$ cat config.mk
export PLATFORM = sky130hd
export DESIGN_NAME = bus_arbiter
export DESIGN_NICKNAME = d
export VERILOG_FILES = /design/src/rtl/bus_arbiter.sv
export SDC_FILE = /design/constraint.sdc
export NUM_CORES = 1
export LEC_CHECK = 0
export CORE_AREA = 2 2 119 121
export DETAILED_ROUTE_END_ITERATION = 10
export DIE_AREA = 0 0 121 123
export PLACE_DENSITY = 0.76
export SLEW_MARGIN = 30
export SYNTH_ARGS = -nofsm -noshare
export SYNTH_HDL_FRONTEND = slang
export SYNTH_SLANG_ARGS = --single-unit
$ cat constraint.sdc
create_clock -name clock -period 1.8 [get_ports clock]
set_input_delay 0.36 -clock clock [delete_from_list [all_inputs] [get_ports clock]]
set_output_delay 0.36 -clock clock [all_outputs]
set_load 0.05 [all_outputs]
$ cat src/rtl/bus_arbiter.sv
// bus_arbiter
//
// Two-master arbiter and sequencer for the shared system bus. Master 0 is the
// CPU, master 1 is a DMA-class requester. Requests are arbitrated round-robin
// with an optional ownership lock. The winner's address, write data and write
// flag are registered onto the shared bus, and bus_strobe is held for
// WAIT_CYCLES cycles. At the end, the read data is captured and a one-cycle ack
// is returned to the owner.
//
// Handshake: a master raises req[n] and holds it, together with its address,
// data and write flag, until it sees ack[n] high for one cycle. It drops req[n]
// in that ack cycle, or keeps it high to queue another transaction. The IDLE
// cycle that follows an ack re-arbitrates using req as sampled in that cycle.
// Once a master is granted, its transaction always runs to completion.
//
// Parameters:
//   WAIT_CYCLES  cycles bus_strobe is held per transaction (1..15)
//   LOCK_ENABLE  0 = lock inputs ignored
//
// Ports:
//   clock, reset            system clock, synchronous active-high reset
//   req[1:0], lock[1:0]     per-master request / keep-ownership lock
//   m0_*, m1_*              per-master word address, write data, write flag
//   bus_data_in             read data from the data-in mux
//   bus_address/data_out    shared address / write data to the decoder
//   bus_write, bus_strobe   shared write enable / transaction active
//   grant[1:0]              one-hot owner during ACCESS
//   ack[1:0]                one-cycle completion pulse to the owner
//   read_data               captured bus_data_in, valid with ack
//   state_dbg               FSM state: 0 = IDLE, 1 = ACCESS
module bus_arbiter #(
    parameter int unsigned WAIT_CYCLES = 1,
    parameter bit          LOCK_ENABLE = 1'b1
) (
    input  logic        clock,
    input  logic        reset,
    input  logic [1:0]  req,
    input  logic [1:0]  lock,
    input  logic [29:0] m0_address,
    input  logic [31:0] m0_data_out,
    input  logic        m0_write,
    input  logic [29:0] m1_address,
    input  logic [31:0] m1_data_out,
    input  logic        m1_write,
    input  logic [31:0] bus_data_in,
    output logic [29:0] bus_address,
    output logic [31:0] bus_data_out,
    output logic        bus_write,
    output logic        bus_strobe,
    output logic [1:0]  grant,
    output logic [1:0]  ack,
    output logic [31:0] read_data,
    output logic        state_dbg
);

    typedef enum logic {
        S_IDLE   = 1'b0,
        S_ACCESS = 1'b1
    } state_t;

    localparam logic [3:0] CNT_INIT = 4'(WAIT_CYCLES - 1);

    state_t      state_q, state_d;
    logic [29:0] bus_address_q, bus_address_d;
    logic [31:0] bus_data_out_q, bus_data_out_d;
    logic        bus_write_q, bus_write_d;
    logic        bus_strobe_q, bus_strobe_d;
    logic [1:0]  grant_q, grant_d;
    logic [1:0]  ack_q, ack_d;
    logic [31:0] read_data_q, read_data_d;
    logic [3:0]  counter_q, counter_d;
    logic        last_owner_q, last_owner_d;
    logic        lock_valid_q, lock_valid_d;
    logic        lock_id_q, lock_id_d;

    logic        lock_hold;
    logic        pick_valid;
    logic        pick_id;

    // The lock only restricts arbitration while its owner keeps lock asserted.
    assign lock_hold = LOCK_ENABLE && lock_valid_q && lock[lock_id_q];

    always_comb begin
        pick_valid = 1'b0;
        pick_id    = 1'b0;
        if (lock_hold) begin
            // The locked master is the only candidate. If it is not
            // requesting, the bus stays idle even when the other master is.
            pick_valid = req[lock_id_q];
            pick_id    = lock_id_q;
        end else begin
            unique case (req)
                2'b01:   begin pick_valid = 1'b1; pick_id = 1'b0;          end
                2'b10:   begin pick_valid = 1'b1; pick_id = 1'b1;          end
                2'b11:   begin pick_valid = 1'b1; pick_id = ~last_owner_q; end
                default: begin pick_valid = 1'b0; pick_id = 1'b0;          end
            endcase
        end
    end

    always_comb begin
        state_d        = state_q;
        bus_address_d  = bus_address_q;
        bus_data_out_d = bus_data_out_q;
        bus_write_d    = bus_write_q;
        bus_strobe_d   = bus_strobe_q;
        grant_d        = grant_q;
        ack_d          = 2'b00;
        read_data_d    = read_data_q;
        counter_d      = counter_q;
        last_owner_d   = last_owner_q;
        lock_valid_d   = lock_valid_q;
        lock_id_d      = lock_id_q;

        unique case (state_q)
            S_IDLE: begin
                if (!lock_hold) begin
                    lock_valid_d = 1'b0;
                end
                if (pick_valid) begin
                    bus_address_d  = pick_id ? m1_address  : m0_address;
                    bus_data_out_d = pick_id ? m1_data_out : m0_data_out;
                    bus_write_d    = pick_id ? m1_write    : m0_write;
                    bus_strobe_d   = 1'b1;
                    grant_d        = pick_id ? 2'b10 : 2'b01;
                    counter_d      = CNT_INIT;
                    last_owner_d   = pick_id;
                    lock_valid_d   = LOCK_ENABLE && lock[pick_id];
                    lock_id_d      = pick_id;
                    state_d        = S_ACCESS;
                end else begin
                    // Address and write data keep their last values.
                    bus_write_d  = 1'b0;
                    bus_strobe_d = 1'b0;
                    grant_d      = 2'b00;
                end
            end

            S_ACCESS: begin
                if (counter_q != 4'd0) begin
                    counter_d = counter_q - 4'd1;
                end else begin
                    read_data_d  = bus_data_in;
                    ack_d        = last_owner_q ? 2'b10 : 2'b01;
                    bus_write_d  = 1'b0;
                    bus_strobe_d = 1'b0;
                    grant_d      = 2'b00;
                    state_d      = S_IDLE;
                end
            end

            default: state_d = S_IDLE;
        endcase
    end

    always_ff @(posedge clock) begin
        if (reset) begin
            state_q        <= S_IDLE;
            bus_address_q  <= '0;
            bus_data_out_q <= '0;
            bus_write_q    <= 1'b0;
            bus_strobe_q   <= 1'b0;
            grant_q        <= 2'b00;
            ack_q          <= 2'b00;
            read_data_q    <= '0;
            counter_q      <= 4'd0;
            last_owner_q   <= 1'b1;   // master 0 wins the first tie
            lock_valid_q   <= 1'b0;
            lock_id_q      <= 1'b0;
        end else begin
            state_q        <= state_d;
            bus_address_q  <= bus_address_d;
            bus_data_out_q <= bus_data_out_d;
            bus_write_q    <= bus_write_d;
            bus_strobe_q   <= bus_strobe_d;
            grant_q        <= grant_d;
            ack_q          <= ack_d;
            read_data_q    <= read_data_d;
            counter_q      <= counter_d;
            last_owner_q   <= last_owner_d;
            lock_valid_q   <= lock_valid_d;
            lock_id_q      <= lock_id_d;
        end
    end

    assign bus_address  = bus_address_q;
    assign bus_data_out = bus_data_out_q;
    assign bus_write    = bus_write_q;
    assign bus_strobe   = bus_strobe_q;
    assign grant        = grant_q;
    assign ack          = ack_q;
    assign read_data    = read_data_q;
    assign state_dbg    = (state_q == S_ACCESS);

endmodule
Word-level counts from Yosys, hierarchy flattened

Index checks and enable logic that the tools add are counted.

Flip-flop bits (word level): 108
Bits in read-only memories: 0
Latch bits: 0
Input port bits: 164
Bits in writable memories: 0
Memories kept: 0
Logic and storage cells: 63

Mux-type cells: 30
Reductions and logical operators: 8
Bitwise operators: 3
Add/subtract/negate cells: 1
Shift-type cells: 0
Equal/unequal tests: 7
Multipliers: 0
Divide/modulo/power cells: 0
Order comparisons: 2

Operator list:

| kind                                                                          | count |
|---|---|
| 32-bit two-way mux                                                            | 1 |
| 30-bit two-way mux                                                            | 1 |
| 1-bit two-way mux                                                             | 16 |
| 2-bit two-way mux                                                             | 4 |
| 4-bit two-way mux                                                             | 2 |
| 1-bit one-hot mux with 2 select lines                                         | 4 |
| 4-bit one-hot mux with 2 select lines                                         | 1 |
| 2-bit AND reduction                                                           | 4 |
| 3-bit OR reduction                                                            | 2 |
| 2-bit == test (second input constant)                                         | 2 |
| 1-bit by 2-bit less-than comparator with 1-bit output (second input constant) | 2 |
| 2-bit by 1-bit != test with 1-bit output (second input constant)              | 2 |
| 2-bit != test (second input constant)                                         | 2 |
| 2-bit one-hot mux with 2 select lines                                         | 1 |
| 4-bit nonzero test                                                            | 1 |
| 4-bit by 1-bit subtractor with 4-bit output (second input constant)           | 1 |
| 1-bit inverter                                                                | 3 |
| 2-bit by 1-bit == test with 1-bit output (second input constant)              | 1 |
| 1-bit logical AND                                                             | 1 |

Longest topological paths before layout

Depth after elaboration: 7
Gate-level depth with buffers: 7
Gate-level depth less buffers: 6

Least setup slack after synthesis

OpenSTA, ideal clock, no wires.

Path type: reg-to-reg
From: reg state_q (netlist: state_dbg)
To: reg bus_address_q[28] (netlist: bus_address[28])
Data arrival time: 1751 ps
Stages on the path, launching flop included: 7
Slack: -39 ps
Path buffers: 2
Cells stage by stage: dfxtp_1 > o21ba_2 > nor3b_2 > buf_4 > buf_4 > nor2_1 > a311oi_2

Word-level cells in the longest chain between the ends: 2

Ends and longest elaborated chain:

| item                          | RTL line | RTL |
|---|---|---|
| from (decl)                   | 63       | `state_t state_q, state_d;` |
| from (signal assigned)        | 171      | `state_q <= state_d;` |
| 1-bit inverter (no line)      | -        |  |
| 2-bit AND reduction (no line) | -        |  |
| to (signal assigned)          | 172      | `bus_address_q <= bus_address_d;` |
| to (decl)                     | 64       | `logic [29:0] bus_address_q, bus_address_d;` |

Every way passes these cells.
A chain may end at the register's enable or synchronous reset.

Final worst setup path

From: reg counter_q[0]
To: reg counter_q[0]

Word-level cells in the longest chain between the ends: 3

Ends and longest elaborated chain:

| item                                                                                     | RTL line | RTL |
|---|---|---|
| from (decl)                                                                              | 71       | `logic [3:0] counter_q, counter_d;` |
| from (signal assigned)                                                                   | 179      | `counter_q <= counter_d;` |
| 4-bit by 1-bit subtractor with 4-bit output / 4-bit nonzero test (equally long branches) | 141, 140 |  |
| 4-bit two-way mux / 2-bit by 1-bit != test with 1-bit output (equally long branches)     | -        |  |
| 4-bit one-hot mux with 2 select lines / 2-bit AND reduction (equally long branches)      | -        |  |

Several ways; a longest one is shown, not always the timed one. The select of a mux whose other input is x is not followed.

==> results.md <==
Global route:
- Summed over all layers, the global routing overflow is 0.
- Entering global routing, the biggest net connects 43 pins.
- The fraction of met3 tracks used by global routing is 0.0411.
- The most crowded layer after global routing is met2.
- The via count of the first global-routing pass is 4870.
- The total routing usage reported by global routing is 0.213.
- The global routing met1 resource utilization is 0.266.
- The first-pass GRT wire length is 24900 um.
- The global routing met2 resource utilization is 0.363.
- The number of antenna violations at the first check in global routing is 2.

STA:
- The share of the clock period used by the worst path is 0.966.
- Summed over all failing endpoints, the final setup total negative slack is 0 ns.
- The relative slew slack is 0.774.
- The clock skew is between 0.01 and 0.015 ns.
- Setup repair after global routing left no endpoint under its margin.
- The final hold slack is 0.378 ns.
- For the finished layout, the period the worst path requires is 1.74 ns.
- The final hold violation count was 0.
- The achievable frequency is 575 MHz.
- The count of pins over their slew limit is 0.
- Setup violations remaining at the end of the flow were counted as 0.
- For the pin with the worst max-slew slack, the measured transition is 0.339 ns.
- The final worst setup slack is 0.0616 ns.

Placement:
- The number of port buffers is between 200 and 300.
- Before CTS, the worst setup slack after placement is -0.434 ns.
- The placement-stage cell area is 7590 um2.
- In this run, placement finished with an instance count of around 1000.
- The wire-length estimate of the detail-placed layout is ~12000 um.
- The congestion estimate from routability-driven global placement came to 0.809.

Synth:
- Of the synthesized area, sequential elements account for 0.466.
- Synthesis produced 573 cells.
- The flip-flop and latch count after synthesis is 108.
- The post-synth design cell area is 4640 um2.
- For this run, the leading register cell type out of synthesis is sky130_fd_sc_hd__dfxtp_1.
- The number of synthesized flops with an enable pin is 0.
- The count of cell types in the netlist is 37.
- The share of async-settable or async-resettable flops after synthesis is 0.
- During synthesis, Yosys emitted a total of 0 warnings.
- The synthesized area per cell is 8.09 um2.
- Synthesis produced a netlist with a net count of 738.

Floorplan:
- The die covers 14900 um2.
- The number of top-level design ports is 265.
- The number of cell rows is between 40 and 50.
- The height of the chip is 123 um.
- The die span in x is between 100 and 150 um.
- The area of the core region is 13600 um2.
- For this configuration, the core starts out at a cell density of 0.341.

Setup path:
- The critical path required time is 2.07 ns.
- The sort of element at the start of the critical path is a flip-flop.
- The startpoint of the worst-slack reg-to-reg timing path is counter_q[0]$_SDFFE_PP0P_.
- The maximum fanout along the worst path is 4.
- The critical path is of the flip-flop to flip-flop type.
- At the worst endpoint, the arrival time is between 2 and 2.5 ns.
- STA classifies the critical path endpoint as a flip-flop.
- The startpoint of the worst setup timing path is counter_q[0]$_SDFFE_PP0P_.
- The minimum setup slack among reg-to-reg paths is approximately 0.06 ns.

Clocking:
- The clock sink total is 108.
- The clock reaches the later pin of the worst-skew pair after 0.35 ns.
- Buffers inserted during clock tree synthesis total 9.
- The clock-pin slew reported for the worst setup and hold paths after clock tree synthesis is 0.08 ns.
- The clock tree synthesis step divided the H-tree into 3 levels.
- After clock tree synthesis, the flow added hold-fix buffers numbering 0.
- The number of buffers on the longest clock path is 2.
- CTS placed an instance of sky130_fd_sc_hd__clkbuf_16 at the clock tree root.
- The TritonCTS clock tree is yes.

Hold path:
- The min-delay analysis places its worst path in the category input pin to flip-flop.
- The worst hold path begins at reset.

Layout:
- At the end of the flow, the number of nets in the layout was slightly above 1000.
- At the end of the flow the core is filled with cells to 0.589.
- The share of layout cells above drive strength 1 is 0.224.
- The library cells used most frequently in the layout, excluding fill and tap cells, are 158 x sky130_fd_sc_hd__clkdlybuf4s50_1, 136 x sky130_fd_sc_hd__buf_4, 106 x sky130_fd_sc_hd__dfxtp_1.
- The final instance area is approximately 8000 um2.
- The area added between synthesis and finish is 72.8%.
- The number of cells in the finished layout apart from fillers is 1030.
- The most frequent standard cell in the layout excluding fill and tap cells is sky130_fd_sc_hd__clkdlybuf4s50_1.

Routing:
- The violation count after the first detailed-routing iteration is 363.
- The total length of routed wires is ~17000 um.
- In the final routed layout, each cell accounts on average for 16.4 um.
- The detailed router placed between 5000 and 6000 vias in this run.
- The per-cell via count in the routed design is roughly 5.2.
- The post-route antenna net violation count is 0.
- The post-route DRC violation count is 0.
- The first TritonRoute pass finished after 4 iterations.

Outcome:
- The run finished with clean final reports.

Pwr:
- The cell area power density is between 900 and 1000 nW/um2.
- Total power for the finished layout comes to around 7.7 mW.
- The analysis attributes to cell leakage a power of 3.19 nW.
- The peak ir drop on the vdd network is around 0.57 mV.

Run:
- Across the run, the number of max-cap violations was 0.
-- flip-flops by register name, indices dropped and copies added, names as in the netlist --
name,flops
lock_valid_q,1
state_dbg,1
bus_write,1
grant,2
bus_data_out,32
bus_address,30
last_owner_q,1
lock_id_q,1
ack,2
read_data,32
counter_q,4
bus_strobe,1
-- synth_stat cells (3+ instances only) --
library cell / n / area, um2
sky130_fd_sc_hd__clkbuf_1: 38 / 143
sky130_fd_sc_hd__nor3_1: 4 / 20.0
sky130_fd_sc_hd__dfxtp_1: 108 / 2160
sky130_fd_sc_hd__nand3_1: 67 / 335
sky130_fd_sc_hd__nand2_1: 69 / 259
sky130_fd_sc_hd__inv_1: 3 / 11.3
sky130_fd_sc_hd__o21ai_0: 65 / 325
sky130_fd_sc_hd__buf_2: 17 / 85.1
sky130_fd_sc_hd__and3_1: 5 / 31.3
sky130_fd_sc_hd__buf_4: 5 / 37.5
sky130_fd_sc_hd__nor2_1: 66 / 248
sky130_fd_sc_hd__a21oi_1: 37 / 185
sky130_fd_sc_hd__a311oi_2: 3 / 45.0
sky130_fd_sc_hd__a311oi_1: 59 / 517
-- cell type report --
type / instances / area, um2
clock inverter: 6 / 46.3
fill: 1242 / 5600
antenna: 1 / 2.50
multi-input combinational: 402 / 2230
sequential: 108 / 2160
tap: 180 / 225
timing repair buffer: 320 / 3100
inverter: 3 / 11.3
clock buffer: 10 / 239
-- power by group --
group	internal, mW	switching (mW)
sequential	2.64	0.136
combinational	1.20	1.75
clock	0.989	0.958
-- critical path, cell delays in order, from the launching register on --
cell and delay (ns):
sky130_fd_sc_hd__dfxtp_1 0.33, sky130_fd_sc_hd__inv_1 0.08, sky130_fd_sc_hd__ha_2 0.20, sky130_fd_sc_hd__or3b_1 0.36
sky130_fd_sc_hd__and2_1 0.20, sky130_fd_sc_hd__or4_1 0.41, sky130_fd_sc_hd__o31ai_1 0.08
-- metal layers --
metal / part of all wire / routed length (um) / up-vias
li1: - / - / 2612
met1: 0.42 / 7110 / 2503
met2: 0.50 / 8430 / 191
met3: 0.057 / 964 / 29
met4: 0.021 / 363 / 2
met5: 0.00095 / 16 / -
-- repair_timing --
item,CTS,global route
setup buffers,2,2
setup endpoints to repair,18,22
pin swaps,2,4
gates resized for setup,6,6
gates cloned,2,1
-- path summary, 6_finish.rpt --
check                            endpoint  cells after the start
max             counter_q[0]$_SDFFE_PP0P_                      6
min          bus_address[12]$_SDFFE_PP0P_                      2
max reg2reg     counter_q[0]$_SDFFE_PP0P_                      6
min reg2reg    read_data[13]$_SDFFE_PP0P_                      2
-- kinds of logic after synthesis --
family                   Yosys count  share of synthesized area
AO/OA/AOI/OAI                    177                      0.255
XOR/XNOR                           2                    0.00378
adder cells (fa/ha/maj)            1                    0.00270
buffers and inverters             63                     0.0596
flip-flops                       108                      0.466
multiplexers                       1                    0.00243
AND/OR/NAND/NOR                  221                      0.210
(Power assumes the default switching activity.)
